$ cat src/rtl/sram_lsu_pkg.sv
// Shared types and constants for the MEM-stage SRAM load/store controller.
package sram_lsu_pkg;

  localparam int SRAM_HALF_W = 16;

  localparam logic [2:0] F3_LB  = 3'b000;
  localparam logic [2:0] F3_LH  = 3'b001;
  localparam logic [2:0] F3_LW  = 3'b010;
  localparam logic [2:0] F3_LBU = 3'b100;
  localparam logic [2:0] F3_LHU = 3'b101;

  typedef enum logic [2:0] {
    IDLE, ACC_LO, HOLD_LO, ACC_HI, HOLD_HI, DONE
  } lsu_state_e;

  typedef enum logic [1:0] {SZ_B, SZ_H, SZ_W} acc_size_e;

  // Unsupported funct3 encodings fall through to a word access.
  function automatic acc_size_e f3_size(input logic [2:0] f3);
    case (f3)
      F3_LB, F3_LBU: return SZ_B;
      F3_LH, F3_LHU: return SZ_H;
      default:       return SZ_W;
    endcase
  endfunction

endpackage

$ cat src/rtl/sram_rdata_align.sv
// Load result extraction: picks the half/byte lane from the captured word and extends it.
module sram_rdata_align
  import sram_lsu_pkg::*;
(
  input  logic [31:0] data,
  input  logic [2:0]  funct3,
  input  logic [1:0]  addr,
  output logic [31:0] rdata
);

  logic [15:0] half;
  logic [7:0]  byte_sel;

  always_comb begin
    half     = addr[1] ? data[31:16] : data[15:0];
    byte_sel = addr[0] ? half[15:8] : half[7:0];
    case (funct3)
      F3_LB:   rdata = {{24{byte_sel[7]}}, byte_sel};
      F3_LBU:  rdata = {24'h0, byte_sel};
      F3_LH:   rdata = {{16{half[15]}}, half};
      F3_LHU:  rdata = {16'h0, half};
      default: rdata = data;
    endcase
  end

endmodule

$ cat src/rtl/sram_lsu_ctrl.sv
// MEM-stage load/store controller for a 256Kx16 async SRAM; splits 32-bit accesses into 16-bit ones.
// Optional SRAM_MISALIGN_TRAP_EN: misaligned requests skip the SRAM and raise misaligned for one cycle.
module sram_lsu_ctrl
  import sram_lsu_pkg::*;
#(
  parameter int ADDR_W      = 18,
  parameter int WAIT_CYCLES = 1
) (
  input  logic              clk,
  input  logic              rst,
  input  logic              req_valid,
  input  logic              req_wren,
  input  logic [2:0]        req_funct3,
  input  logic [31:0]       req_addr,
  input  logic [31:0]       req_wdata,
  output logic [31:0]       rdata,
  output logic              sram_stall,
  output logic              misaligned,
  output logic [ADDR_W-1:0] sram_addr,
  output logic [15:0]       sram_dq_o,
  input  logic [15:0]       sram_dq_i,
  output logic              sram_dq_oe,
  output logic              sram_ce_n,
  output logic              sram_oe_n,
  output logic              sram_we_n,
  output logic              sram_lb_n,
  output logic              sram_ub_n
);

  localparam int CNT_W = 3;

  lsu_state_e       state, state_n;
  logic [CNT_W-1:0] wait_cnt;
  logic [15:0]      cap_lo;
  acc_size_e        size;
  logic             acc_last, mis_req;
  logic             active_n, acc_n, hi_n;
  logic [ADDR_W-1:0] lo_addr, hi_addr;
  logic [15:0]      lo_wdata;
  logic [31:0]      cap_word, rdata_new;
  logic             unused_addr_hi;

  assign unused_addr_hi = ^req_addr[31:ADDR_W+1];

  assign size     = f3_size(req_funct3);
  assign acc_last = (wait_cnt == CNT_W'(WAIT_CYCLES - 1));

  // Word accesses ignore addr[1:0]; without the trap this is what aligns them.
  assign lo_addr  = (size == SZ_W) ? {req_addr[ADDR_W:2], 1'b0} : req_addr[ADDR_W:1];
  assign hi_addr  = {req_addr[ADDR_W:2], 1'b1};
  assign lo_wdata = (size == SZ_B) ? {2{req_wdata[7:0]}} : req_wdata[15:0];

`ifdef SRAM_MISALIGN_TRAP_EN
  assign mis_req = ((size == SZ_H) && req_addr[0]) || ((size == SZ_W) && (|req_addr[1:0]));
`else
  assign mis_req = 1'b0;
`endif

  assign sram_stall = ((state == IDLE) && req_valid) ||
                      (state inside {ACC_LO, HOLD_LO, ACC_HI, HOLD_HI});

  always_comb begin
    state_n = state;
    case (state)
      IDLE:    if (req_valid) state_n = mis_req ? DONE : ACC_LO;
      ACC_LO:  if (acc_last) begin
                 if (req_wren)          state_n = HOLD_LO;
                 else if (size == SZ_W) state_n = ACC_HI;
                 else                   state_n = DONE;
               end
      HOLD_LO: state_n = (size == SZ_W) ? ACC_HI : DONE;
      ACC_HI:  if (acc_last) state_n = req_wren ? HOLD_HI : DONE;
      HOLD_HI: state_n = DONE;
      DONE:    state_n = IDLE;
      default: state_n = IDLE;
    endcase
  end

  // Strobes are registered, so they are decoded from the state being entered.
  always_comb begin
    active_n = state_n inside {ACC_LO, HOLD_LO, ACC_HI, HOLD_HI};
    acc_n    = state_n inside {ACC_LO, ACC_HI};
    hi_n     = state_n inside {ACC_HI, HOLD_HI};
  end

  // The high half of a word lands on sram_dq_i in the same cycle rdata is loaded.
  always_comb begin
    if (state == ACC_HI)  cap_word = {sram_dq_i, cap_lo};
    else if (req_addr[1]) cap_word = {sram_dq_i, 16'h0};
    else                  cap_word = {16'h0, sram_dq_i};
  end

  sram_rdata_align u_align (
    .data   (cap_word),
    .funct3 (req_funct3),
    .addr   (req_addr[1:0]),
    .rdata  (rdata_new)
  );

  always_ff @(posedge clk) begin
    if (rst) begin
      state      <= IDLE;
      wait_cnt   <= '0;
      cap_lo     <= '0;
      rdata      <= '0;
      sram_addr  <= '0;
      sram_dq_o  <= '0;
      sram_dq_oe <= 1'b0;
      sram_ce_n  <= 1'b1;
      sram_oe_n  <= 1'b1;
      sram_we_n  <= 1'b1;
      sram_lb_n  <= 1'b1;
      sram_ub_n  <= 1'b1;
    end else begin
      state      <= state_n;
      sram_ce_n  <= !active_n;
      sram_oe_n  <= !(acc_n && !req_wren);
      sram_we_n  <= !(acc_n && req_wren);
      sram_dq_oe <= active_n && req_wren;
      sram_lb_n  <= !active_n || ((size == SZ_B) && req_addr[0]);
      sram_ub_n  <= !active_n || ((size == SZ_B) && !req_addr[0]);
      if (active_n) begin
        sram_addr <= hi_n ? hi_addr : lo_addr;
        if (req_wren) sram_dq_o <= hi_n ? req_wdata[31:16] : lo_wdata;
      end
      if ((state inside {ACC_LO, ACC_HI}) && !acc_last) wait_cnt <= wait_cnt + CNT_W'(1);
      else                                               wait_cnt <= '0;
      if ((state == ACC_LO) && acc_last && !req_wren) cap_lo <= sram_dq_i;
      if ((state inside {ACC_LO, ACC_HI}) && acc_last && !req_wren && (state_n == DONE))
        rdata <= rdata_new;
    end
  end

`ifdef SRAM_MISALIGN_TRAP_EN
  logic mis_q;
  always_ff @(posedge clk) begin
    if (rst) mis_q <= 1'b0;
    else     mis_q <= (state == IDLE) && (state_n == DONE);
  end
  assign misaligned = mis_q;
`else
  assign misaligned = 1'b0;
`endif

endmodule

$ cat config.mk
export PLATFORM = sky130hd
export DESIGN_NAME = sram_lsu_ctrl
export DESIGN_NICKNAME = d
export VERILOG_FILES = /design/src/rtl/sram_lsu_pkg.sv /design/src/rtl/sram_rdata_align.sv /design/src/rtl/sram_lsu_ctrl.sv
export SDC_FILE = /design/constraint.sdc
export NUM_CORES = 1
export LEC_CHECK = 0
export ABC_AREA = 1
export CORE_MARGIN = 3
export CORE_UTILIZATION = 44
export DETAILED_ROUTE_END_ITERATION = 16
export GPL_TIMING_DRIVEN = 0
export PLACE_DENSITY = 0.74
export SKIP_CTS_REPAIR_TIMING = 1
export SLEW_MARGIN = 25
export SYNTH_ARGS = -nofsm -noshare
export SYNTH_HDL_FRONTEND = slang
export SYNTH_HIERARCHICAL = 1
export SYNTH_SLANG_ARGS = --single-unit
$ cat constraint.sdc
create_clock -name clk -period 3.9 [get_ports clk]
set_input_delay 0.78 -clock clk [delete_from_list [all_inputs] [get_ports clk]]
set_output_delay 0.78 -clock clk [all_outputs]
set_load 0.02 [all_outputs]
==> metrics.txt <==
status completed; reg-to-reg endpoint rdata[18]$_SDFFE_PP0P_; Non-Filler Instances 1046; R2R cell count 13; Tmin final 3110 ps; Pre-antenna DRT Iters 5; cell taking the most area after synthesis dfxtp_1; Root Driver clkbuf_16; Worst Setup EP sram_stall; Sequential Area 1880 µm²; CP max stage cell clkdlybuf4s50_1; Worst Tran Pin Value 503 ps; WHS 456 ps; Critical Path AT 2330 ps; Worst Slack Setup Final 785 ps; Clk Latency, worst-skew pair 350 ps; CP startpoint kind primary input; synth warn 6; antenna violations before repair 0; area of the multi-input gates 2630 µm²; setup TNS 0 ps; Ports 161; post-synthesis average cell area 6.72 µm²; final WL 16100 µm; Top delay family on crit path buffers and inverters; fill count 1011; CP startpoint req_valid; Placed Cells 1031; Setup CP Type primary input to primary output; Synth async-reset ratio 0%; Hold Vio Cnt, Final 0; worst r2r src state[1]$_SDFF_PP0_; All-Layer GR Usage 25.1%; ys flop type dfxtp_1; area delta synth->final 38.8%; share of layout cells above drive strength 1 11.1%; Die ar. 12700 µm²; CTS sink count 94; Overflow after GRT 0; top-area cell type share of the netlist area 37.6%; Slowest Stage Delay on Critical Path 690 ps; register area share after synthesis 37.6%; # H-tree levels 3; HPWL Detailed 12600 µm; Finish-stage setup viols 0; Tcrit/Tclk final 79.9%; Setup WS pre-CTS 665 ps; count leader, synth nand2_1; r2r setup slk 1410 ps; number of synthesized flops with an enable pin 0; DRC Markers 0; routability congestion estimate 0.962; first-pass GRT wire length 25800 µm; HP Start wait_cnt[0]$_SDFF_PP0_; TritonCTS clock tree done; pwr/cell area 460 nW/µm²; RSZ-0062 raised after global routing false; Yosys reg bits 94; Initial Util 45.6%; Area contributors post-synth dfxtp_1 (38%), nand2_1 (14%), o21ai_0 (9.0%); CTS buffer count 9; Placement Rows 38; Critical Path Stages 6; clock transition at the registers of the reported paths 60 ps; Hold WC Path Type register to register; Synth Instances 745; Avg WL per Cell 15.4 µm; routed vias 5297; Worst VDD drop 0.263 mV; crit path buf inv count 3; Clock Skew 4.81 ps; Clock Tree Buf Depth 2; Leak 3.29 nW; Yosys cell types 34; number of global-route vias before repair 5127; post-synth net total 834; largest net degree at the start of global routing 16; layout net count 991; initial drt markers 402; Avg Vias per Cell 5.06; Worst setup EP type primary output; # diodes 0; Die Y-Extent 113 µm; Req. time, crit path 3120 ps; floorplan die width 113 µm; max-slew violation total from the final report 0; post-route ant nets 0; Core Footprint 11000 µm²; CP Max Fanout 3; Max Cap Violations 0; Mapped Area 5010 µm²; max_slew headroom 66.1%; crit-path cells clkdlybuf4s50_1 -> o21ai_0 -> nand2_1 -> inv_2 -> nand2_1 -> clkdlybuf4s50_1; IO Port Bufs 146; Achievable Freq 321 MHz; most frequent cells after synthesis nand2_1 (187), nor2_1 (119), dfxtp_1 (94), o21ai_0 (90)
[kinds of logic after synthesis]
| kind of cell | after synthesis | share of synthesized area, % |
|---|---|---|
| adders and majority gates | 2 | 0.499 |
| other | 1 | 0.0749 |
| xor gates and xnor gates | 1 | 0.175 |
| DFF | 94 | 37.6 |
| AOI/OAI and AO/OA | 124 | 12.7 |
| buffers and inverters | 105 | 9.99 |
| and+or+nand+nor | 418 | 39.0 |
[final cells by class]
class                      instances  share of cell area [%]
sequential                        94                    27.1
clock buffer                      11                    3.63
buffer                            43                    3.67
clock inverter                     4                   0.809
multi-input combinational        546                    37.8
tap                              140                    2.52
timing repair buffer             146                    21.0
inverter                          62                    3.53
[worst register-to-register path, cell delays in order (launching register included)]
cell and delay, ps:
dfxtp_1 360, nand3_2 110, inv_2 90, nor2_2 250, inv_1 160, clkbuf_1 220, o21ai_0 440, nand2_1 150
nand3_2 110, nand3_4 110, buf_6 180, nand3_2 70, nor2_1 60, nor2_1 110
[placed cells by master (no fill, tap or decap)]
master,instances
a21oi_1,19
buf_12,1
buf_2,7
buf_4,4
buf_6,7
bufinv_16,1
clkbuf_1,23
clkbuf_16,9
clkbuf_2,1
clkbuf_8,2
clkdlybuf4s50_1,146
clkinv_1,1
clkinv_4,3
conb_1,1
dfxtp_1,94
ha_1,2
inv_1,51
inv_2,7
inv_4,2
inv_8,1
nand2_1,187
nand2_2,6
nand2_4,3
nand2_8,1
nand3_1,51
nand3_2,21
nand3_4,3
nand3b_4,1
nand4_1,1
nor2_1,119
nor2_2,15
nor2_4,3
nor3_1,1
o211ai_1,6
o21ai_0,90
o21ai_1,9
or2_0,3
or2_2,3
xnor2_1,1
[routing by layer]
layer / up-vias / part of all wire [%] / track usage, %
li1: 2684 / - / -
met1: 2399 / 42 / 30.7
met2: 193 / 49 / 44.7
met3: 21 / 7.2 / 6.15
met4: 0 / 1.2 / 5.77
met5: - / 0 / 0
[power breakdown]
group	leakage, nW	switching, mW	total, mW	internal (mW)
logic	2.36	0.643	1.12	0.475
clock network	0.152	0.375	0.906	0.531
registers	0.772	0.0747	1.17	1.10
[metrics by stage]
stage	total power, mW	area [µm²]	util [%]
after CTS	3.22	6960	63.3
after global placement	2.28	6650	60.5
after detailed placement	2.31	6650	60.5
after floorplan	1.84	5010	-
after global routing	3.36	6960	63.3
final	3.20	6960	63.3
[registers in the layout, summed over array words and instances, names as in the netlist, 3 cells and up]
register	cells
sram_dq_o	16
sram_addr	18
wait_cnt	3
state	3
cap_lo	16
rdata	32
[worst min path at each step]
stage | to | slack [ps] | depth (start not counted)
global placement | wait_cnt[0]$_SDFF_PP0_ | 430 | 1
floorplan | wait_cnt[0]$_SDFF_PP0_ | 420 | 1
finish | wait_cnt[0]$_SDFF_PP0_ | 460 | 1
global route | wait_cnt[0]$_SDFF_PP0_ | 480 | 1
CTS | wait_cnt[0]$_SDFF_PP0_ | 460 | 1
detailed placement | wait_cnt[0]$_SDFF_PP0_ | 450 | 1
Note: power is estimated with default switching activity, not from simulation.
